===== src/rtl/io_port_bank.sv =====
// ============================================================================
// io_port_bank
// ----------------------------------------------------------------------------
// Multi-channel I/O port bank serving the OUT/IN instructions beside the MEM
// stage. It provides NUM_CH output channels, NUM_CH input channels and one
// status word, all reached through a single shared channel address.
//
// Output channels hold sticky data. A write raises a pending flag that stays
// set until the external device acknowledges it. Writing a channel that is
// still pending overwrites its data and sets that channel's overflow flag.
//
// Input channels take an asynchronous level strobe from the device. The
// strobe passes through a synchroniser chain and then an edge-detect flop.
// A rising edge captures the channel data and sets its valid flag, which
// stays set until software reads that channel.
//
// Ports
//   clk          clock, all state updates on the rising edge
//   rst          asynchronous reset, active-high
//   we           OUT write enable
//   re           IN read enable
//   addr         0..NUM_CH-1 selects a channel, NUM_CH selects the status word
//   data_i       OUT write data
//   data_o       IN read data (combinational, zero when nothing is read)
//   out_data_o   output channel registers, channel k at [k*DATA_W +: DATA_W]
//   out_pend_o   per-channel "holds un-acked data" flags
//   out_ack_i    per-channel single-cycle consume pulse from the device
//   in_data_i    input channel data, same packing as out_data_o
//   in_strobe_i  per-channel asynchronous "data ready" level from the device
//   irq_o        high while any input channel holds unread data
//
// Status word layout (N = NUM_CH)
//   [N-1:0]    in_valid
//   [2N-1:N]   out_pend
//   [3N-1:2N]  in_ovf
//   [4N-1:3N]  out_ovf
//   upper bits read as zero
// ============================================================================
module io_port_bank #(
    parameter int DATA_W      = 32,
    parameter int NUM_CH      = 4,
    parameter int ADDR_W      = 3,
    parameter int SYNC_STAGES = 2
) (
    input  logic                     clk,
    input  logic                     rst,
    input  logic                     we,
    input  logic                     re,
    input  logic [ADDR_W-1:0]        addr,
    input  logic [DATA_W-1:0]        data_i,
    output logic [DATA_W-1:0]        data_o,
    output logic [NUM_CH*DATA_W-1:0] out_data_o,
    output logic [NUM_CH-1:0]        out_pend_o,
    input  logic [NUM_CH-1:0]        out_ack_i,
    input  logic [NUM_CH*DATA_W-1:0] in_data_i,
    input  logic [NUM_CH-1:0]        in_strobe_i,
    output logic                     irq_o
);

    // The status word sits at the first address past the last channel.
    localparam logic [ADDR_W-1:0] STATUS_ADDR = ADDR_W'(NUM_CH);

    // ------------------------------------------------------------------------
    // State registers and their next-state values
    // ------------------------------------------------------------------------
    logic [NUM_CH-1:0][DATA_W-1:0]      outData_q, outData_d;
    logic [NUM_CH-1:0]                  outPend_q, outPend_d;
    logic [NUM_CH-1:0]                  outOvf_q,  outOvf_d;

    logic [NUM_CH-1:0][DATA_W-1:0]      inCap_q,   inCap_d;
    logic [NUM_CH-1:0]                  inValid_q, inValid_d;
    logic [NUM_CH-1:0]                  inOvf_q,   inOvf_d;

    logic [NUM_CH-1:0][SYNC_STAGES-1:0] sync_q,    sync_d;
    logic [NUM_CH-1:0]                  strobeDly_q, strobeDly_d;

    // ------------------------------------------------------------------------
    // Decoded access strobes
    // ------------------------------------------------------------------------
    logic [NUM_CH-1:0] wrSel;
    logic [NUM_CH-1:0] rdSel;
    logic              statusRd;
    logic [NUM_CH-1:0] strobeRise;
    logic [DATA_W-1:0] statusWord;

    // Turn the shared address into one-hot channel selects for the write and
    // read paths. Addresses beyond the channel range select nothing, which
    // is what makes out-of-range writes and reads side-effect free.
    always_comb begin
        wrSel = '0;
        rdSel = '0;
        for (int k = 0; k < NUM_CH; k++) begin
            wrSel[k] = we && (addr == ADDR_W'(k));
            rdSel[k] = re && (addr == ADDR_W'(k));
        end
        statusRd = re && (addr == STATUS_ADDR);
    end

    // ------------------------------------------------------------------------
    // Input strobe synchronisers and edge detection
    // ------------------------------------------------------------------------
    // Each strobe shifts into its own synchroniser chain; the oldest stage
    // feeds one extra flop so a rising edge is seen as "last stage high,
    // delay flop still low". Capture therefore lands SYNC_STAGES+1 edges
    // after the device raises its strobe.
    always_comb begin
        sync_d      = sync_q;
        strobeDly_d = strobeDly_q;
        strobeRise  = '0;
        for (int k = 0; k < NUM_CH; k++) begin
            sync_d[k]      = {sync_q[k][SYNC_STAGES-2:0], in_strobe_i[k]};
            strobeDly_d[k] = sync_q[k][SYNC_STAGES-1];
            strobeRise[k]  = sync_q[k][SYNC_STAGES-1] & ~strobeDly_q[k];
        end
    end

    // ------------------------------------------------------------------------
    // Output channel next state
    // ------------------------------------------------------------------------
    // A write always loads data and leaves the channel pending, even when the
    // device acks in the same cycle: the ack consumed the old value, the new
    // one is still waiting. Overflow only marks a write that replaced data
    // the device never acknowledged. A status read clears the overflow
    // vector, but an overflow raised in that same cycle survives the clear.
    always_comb begin
        outData_d = outData_q;
        outPend_d = outPend_q;
        outOvf_d  = outOvf_q;
        if (statusRd) begin
            outOvf_d = '0;
        end
        for (int k = 0; k < NUM_CH; k++) begin
            if (wrSel[k]) begin
                outData_d[k] = data_i;
                outPend_d[k] = 1'b1;
                if (outPend_q[k] && !out_ack_i[k]) begin
                    outOvf_d[k] = 1'b1;
                end
            end else if (out_ack_i[k]) begin
                outPend_d[k] = 1'b0;
            end
        end
    end

    // ------------------------------------------------------------------------
    // Input channel next state
    // ------------------------------------------------------------------------
    // A fresh capture takes priority over a read of the same channel, so data
    // that arrives while software is reading the old value is never lost.
    // Overflow marks a capture that replaced data nobody read; a read in the
    // same cycle means the old value was consumed, so it is not an overflow.
    always_comb begin
        inCap_d   = inCap_q;
        inValid_d = inValid_q;
        inOvf_d   = inOvf_q;
        if (statusRd) begin
            inOvf_d = '0;
        end
        for (int k = 0; k < NUM_CH; k++) begin
            if (strobeRise[k]) begin
                inCap_d[k]   = in_data_i[k*DATA_W +: DATA_W];
                inValid_d[k] = 1'b1;
                if (inValid_q[k] && !rdSel[k]) begin
                    inOvf_d[k] = 1'b1;
                end
            end else if (rdSel[k]) begin
                inValid_d[k] = 1'b0;
            end
        end
    end

    // ------------------------------------------------------------------------
    // State registers
    // ------------------------------------------------------------------------
    // Reset clears every flag, capture register and synchroniser stage at
    // once, so a strobe that was part-way through the chain is forgotten.
    always_ff @(posedge clk or posedge rst) begin
        if (rst) begin
            outData_q   <= '0;
            outPend_q   <= '0;
            outOvf_q    <= '0;
            inCap_q     <= '0;
            inValid_q   <= '0;
            inOvf_q     <= '0;
            sync_q      <= '0;
            strobeDly_q <= '0;
        end else begin
            outData_q   <= outData_d;
            outPend_q   <= outPend_d;
            outOvf_q    <= outOvf_d;
            inCap_q     <= inCap_d;
            inValid_q   <= inValid_d;
            inOvf_q     <= inOvf_d;
            sync_q      <= sync_d;
            strobeDly_q <= strobeDly_d;
        end
    end

    // ------------------------------------------------------------------------
    // Status word assembly
    // ------------------------------------------------------------------------
    always_comb begin
        statusWord                         = '0;
        statusWord[NUM_CH-1:0]             = inValid_q;
        statusWord[2*NUM_CH-1:NUM_CH]      = outPend_q;
        statusWord[3*NUM_CH-1:2*NUM_CH]    = inOvf_q;
        statusWord[4*NUM_CH-1:3*NUM_CH]    = outOvf_q;
    end

    // ------------------------------------------------------------------------
    // Read data mux
    // ------------------------------------------------------------------------
    // The bus reads zero unless a read is active and hits either a channel
    // or the status word; unused addresses also read zero.
    always_comb begin
        data_o = '0;
        if (re) begin
            if (addr == STATUS_ADDR) begin
                data_o = statusWord;
            end else begin
                for (int k = 0; k < NUM_CH; k++) begin
                    if (addr == ADDR_W'(k)) begin
                        data_o = inCap_q[k];
                    end
                end
            end
        end
    end

    // ------------------------------------------------------------------------
    // Device-facing outputs
    // ------------------------------------------------------------------------
    assign out_data_o = outData_q;
    assign out_pend_o = outPend_q;
    assign irq_o      = |inValid_q;

endmodule

===== config.mk =====
export PLATFORM = sky130hd
export DESIGN_NAME = io_port_bank
export DESIGN_NICKNAME = d
export VERILOG_FILES = /design/src/rtl/io_port_bank.sv
export SDC_FILE = /design/constraint.sdc
export NUM_CORES = 1
export LEC_CHECK = 0
export BUFFER_PORTS_ARGS = -buffer_cell sky130_fd_sc_hd__buf_2
export CAP_MARGIN = 20
export CORE_AREA = 2 2 113 198
export DETAILED_ROUTE_END_ITERATION = 12
export DIE_AREA = 0 0 115 200
export PLACE_DENSITY = 0.84
export SETUP_SLACK_MARGIN = 0.15
export SYNTH_ARGS = -nofsm -noshare
export SYNTH_HDL_FRONTEND = slang
export SYNTH_SLANG_ARGS = --single-unit

===== constraint.sdc =====
create_clock -name clk -period 15.38 [get_ports clk]
set_input_delay 2.307 -clock clk [delete_from_list [all_inputs] [get_ports clk]]
set_output_delay 2.307 -clock clk [all_outputs]
set_load 0.005 [all_outputs]

* Word level (Yosys, flattened, before mapping)
Cells that the tools add are included.
** Cells by class
- Bitwise operators :: 8
- Equal/unequal tests :: 4
- Multiplexer cells :: 40
- Reductions and logical operators :: 35
** Operators with widths (count)
- $mux 32 :: 6
- $mux 1 :: 32
- $logic_and 1x1->1 :: 17
- $reduce_bool 2->1 :: 8
- $logic_not 1->1 :: 8
- $mux 4 :: 2
- $eq 3x2->1 const B :: 2
- $and 1x1->1 :: 4
- $not 1->1 :: 4
- $reduce_or 4->1 :: 1
- $eq 3x1->1 const B :: 1
- $eq 3x3->1 const B :: 1
- $logic_not 3->1 :: 1
** Word-level totals
- Logic and storage cells :: 110
- Register bits :: 284
- Input bits :: 175
- Output and inout port bits :: 165

* Logic depth before layout (Yosys ltp)
- Word-level depth :: 7
- Mapped depth :: 6
- Depth with buffers taken out :: 3

* Worst setup path after synthesis
No wires, ideal clock.
- Kind :: input to output
- Start :: input port addr[0]
- End :: output port data_o[10]
- Stages on the path :: 6
- Path buffers :: 3
- Data required time :: 13073 ps
- Slack :: 9723 ps
- Arrival :: 3350 ps
- Cells stage by stage :: buf_2 > buf_2 > nor2_1 > buf_4 > nand2_1 > a31oi_1
** On the way
- Word-level cells in the longest chain between the ends :: 7
- Elaborated cells on any way between the ends :: 11
- Classes of those cells :: eq/ne (4); mux (6); reduce/logical (1)
** RTL lines
- start: declaration :: line 49 : input logic [ADDR_W-1:0] addr,
- $logic_not 3->1 :: line 222 : if (addr == ADDR_W'(k)) begin
- $mux 32 (4 in a row) :: line 222
- $mux 32 (*) :: line 218 : if (addr == STATUS_ADDR) begin
- $mux 32 (*) :: line 217 : if (re) begin
- end: declaration :: line 51 : output logic [DATA_W-1:0] data_o,
Every way passes the cells marked *; elsewhere a longest branch is shown, timed or not.

* Final worst setup path
- Start :: input port addr[1]
- End :: output port data_o[9]
The elaborated chain is that of the path after synthesis.

==> results_dict.tcl <==
set metrics [dict create \
    grt_setup_unrepaired "no" \
    cts_setup_buffers 0 \
    drv_cap 0 \
    cts-root-buf "clkbuf_16" \
    drive_above_1_share_pct 54.0 \
    synth_edf_count 0 \
    vdd_drop_max_mv 0.103 \
    synthArstFlopShare_pct 100 \
    syn_nets 1030 \
    synth_common_cells "dfrtp_1, mux2_2, nand2_1, mux2_4" \
    grt_pass1_vias 8714 \
    final-hold-violation-count 0 \
    grt_max_degree 128 \
    gp_congestion 0.879 \
    postRouteAntennaNets 0 \
    use_met3_pct 6.46 \
    drtPass1Iterations 5 \
    synth_area_um2 11800 \
    critical_path.max_stage_delay_ns 0.78 \
    netlist_top_cells_area "dfrtp_1, mux2_2, nand2_1, mux2_4, a211oi_1" \
    ios 340 \
    synthCells 855 \
    chipHeight_um 200 \
    clock_latency_ns 0.53 \
    vias 8304 \
    ys_types 34 \
    hold_ws_ns 0.353 \
    fin_crit_sh_pct 45.4 \
    synthToLayoutAreaGrowth_pct 23.3 \
    die_area_um2 23000 \
    antenna_found_initial 11 \
    cts_hold_buf 0 \
    slowest_stage "nor2b_2" \
    p_per_area_nw_per_um2 133 \
    drt_iter0_drc 498 \
    worstPathMaxFanout 42 \
    slew_viol_final 0 \
    path_cells "buf_2 -> nor2b_2 -> buf_8 -> a32oi_1 -> a31oi_1 -> buf_2" \
    min_period_ns 6.98 \
    met2_usage_pct 47.2 \
    cp_data_arrival_time_ns 4.67 \
    startpoint_type "primary input" \
    clk_path_buf_depth 3 \
    cts_htree_levels 1 \
    final_core_util_pct 68.5 \
    synth_seq_cells 284 \
    fin_ws_ns 8.40 \
    slew_headroom_pct 22.1 \
    grt_util_met1_pct 30.2 \
    synth_seq_area_share_pct 60.0 \
    vias_per_cell 5.71 \
    cts_tree "yes" \
    setup_tns_ns 0 \
    core_um2 21300 \
    dp_hpwl_um 21400 \
    cp.required_ns 13.07 \
    path_clk_slew_ns 0.07 \
    crit_top_cell "buf_2" \
    final-setup-viol-count 0 \
    io_buffers 339 \
    synth_area_per_cell_um2 13.9 \
    final_nets 1353 \
    drcViolationCount 0 \
    start_util_pct 55.6 \
    max_freq_mhz 143 \
    ys.flop_type "dfrtp_1" \
    p_leak_nw 7.07 \
    grt_pass1_wl_um 47000 \
    cts_resized 0 \
    die_w_um 115 \
    end_kind "output port" \
    path_class "in -> out" \
    overflow 0 \
    grt.busiest_layer "met2" \
    synth_top_cell_by_area "dfrtp_1" \
    max_slew.worst_pin.slew_ns 1.17 \
    yosys_warnings 0 \
    numCtsBuffers 26 \
    n_fill_cell 1528 \
    track_usage_pct 26.8 \
    clock-sinks 284 \
    path_buf_inv 3 \
    synthMostInstantiatedCell "dfrtp_1" \
    outcome "complete, no violations" \
    critPathTopFamily "buffers and inverters" \
    skew_ns 0.0132 \
    drt-wirelength-per-cell_um 21.5 \
    fp-row-count 71 \
    synth_top_cell_area_share_pct 60.0 \
    hold_class "reg -> reg" \
    wl_um 31300 \
    place_ws_ns 8.37 \
]
==> power breakdown <==
group	switching, mW	internal (mW)
Combinational	0.149	0.195
Sequential	0.0721	0.874
Clock	0.269	0.380
Total	0.490	1.45
==> metrics by stage <==
stage / area, um^2 / std cells / power [mW]
after global placement: 13600 / 1400 / 1.28
after detailed placement: 13700 / 1401 / 1.30
after CTS: 14500 / 1444 / 1.95
final: 14600 / 1455 / 1.94
after global routing: 14600 / 1451 / 2.03
after floorplan: 11800 / 855 / 1.13
==> final cells by class <==
type	count	area, um^2	area share, %
multi-input cells	508	4430	30.3
flip-flops and latches	284	7110	48.6
clock buffers	37	773	5.29
repair buffers	353	1860	12.7
clock inverters	6	82.6	0.565
well taps	255	319	2.18
diodes	7	17.5	0.120
inverters	5	26.3	0.180
==> cells in the final DEF, fill, tap and decap left out, drive strengths merged, types with 3 or more instances in the layout <==
master  netlist  routed
inv           5       5
a32o          3       3
nor2b        22      22
a21oi         4       4
mux2i        11      11
o21ai        20      20
mux4          5       5
mux2        240     240
nor2          5       5
clkinv        0       3
a211oi       22      22
nand2b        9       9
diode         0       7
dfrtp       284     284
a21o          3       3
nand2       120     120
clkbuf       20      37
buf          38     353
a31oi        18      18
a32oi        16      16
==> registers in the layout, indices dropped and copies added (netlist names) <==
| register | flops |
|---|---|
| inCap_q | 128 |
| inOvf_q | 4 |
| inValid_q | 4 |
| outOvf_q | 4 |
| out_data_o | 128 |
| out_pend_o | 4 |
| strobeDly_d | 4 |
| strobeDly_q | 4 |
| sync_d | 4 |
==> routing by layer <==
| metal | vias to the layer above | part of all wire (%) |
|---|---|---|
| met4 | 8 | 4.2 |
| met5 | - | 0.18 |
| met3 | 85 | 7.4 |
| li1 | 3663 | - |
| met1 | 4180 | 35 |
| met2 | 368 | 53 |
==> cell families (layout without fill, tap and decap cells) <==
family / after synthesis / in the layout / synth area share [%]
flops: 284 / 284 / 60.0
mux: 256 / 256 / 25.6
simple gates: 162 / 162 / 6.23
compound gates: 90 / 90 / 5.25
buf+inv: 63 / 401 / 2.94
other cells: 0 / 7 / 0
==> worst paths after layout <==
kind,end,start,slack (ns),depth (start not counted)
hold reg to reg,strobeDly_d[0]$_DFF_PP0_,sync_d[1]$_DFF_PP0_,0.35,0
max in group asynchronous,inCap_q[106]$_DFFE_PP0P_,rst,11.40,5
setup reg to reg,inCap_q[119]$_DFFE_PP0P_,strobeDly_d[3]$_DFF_PP0_,13.51,2
hold / removal,strobeDly_d[0]$_DFF_PP0_,sync_d[1]$_DFF_PP0_,0.35,0
min in group asynchronous,strobeDly_q[3]$_DFF_PP0_,rst,1.88,2
setup / recovery,data_o[9],addr[1],8.40,6
(Power assumes the default switching activity.)
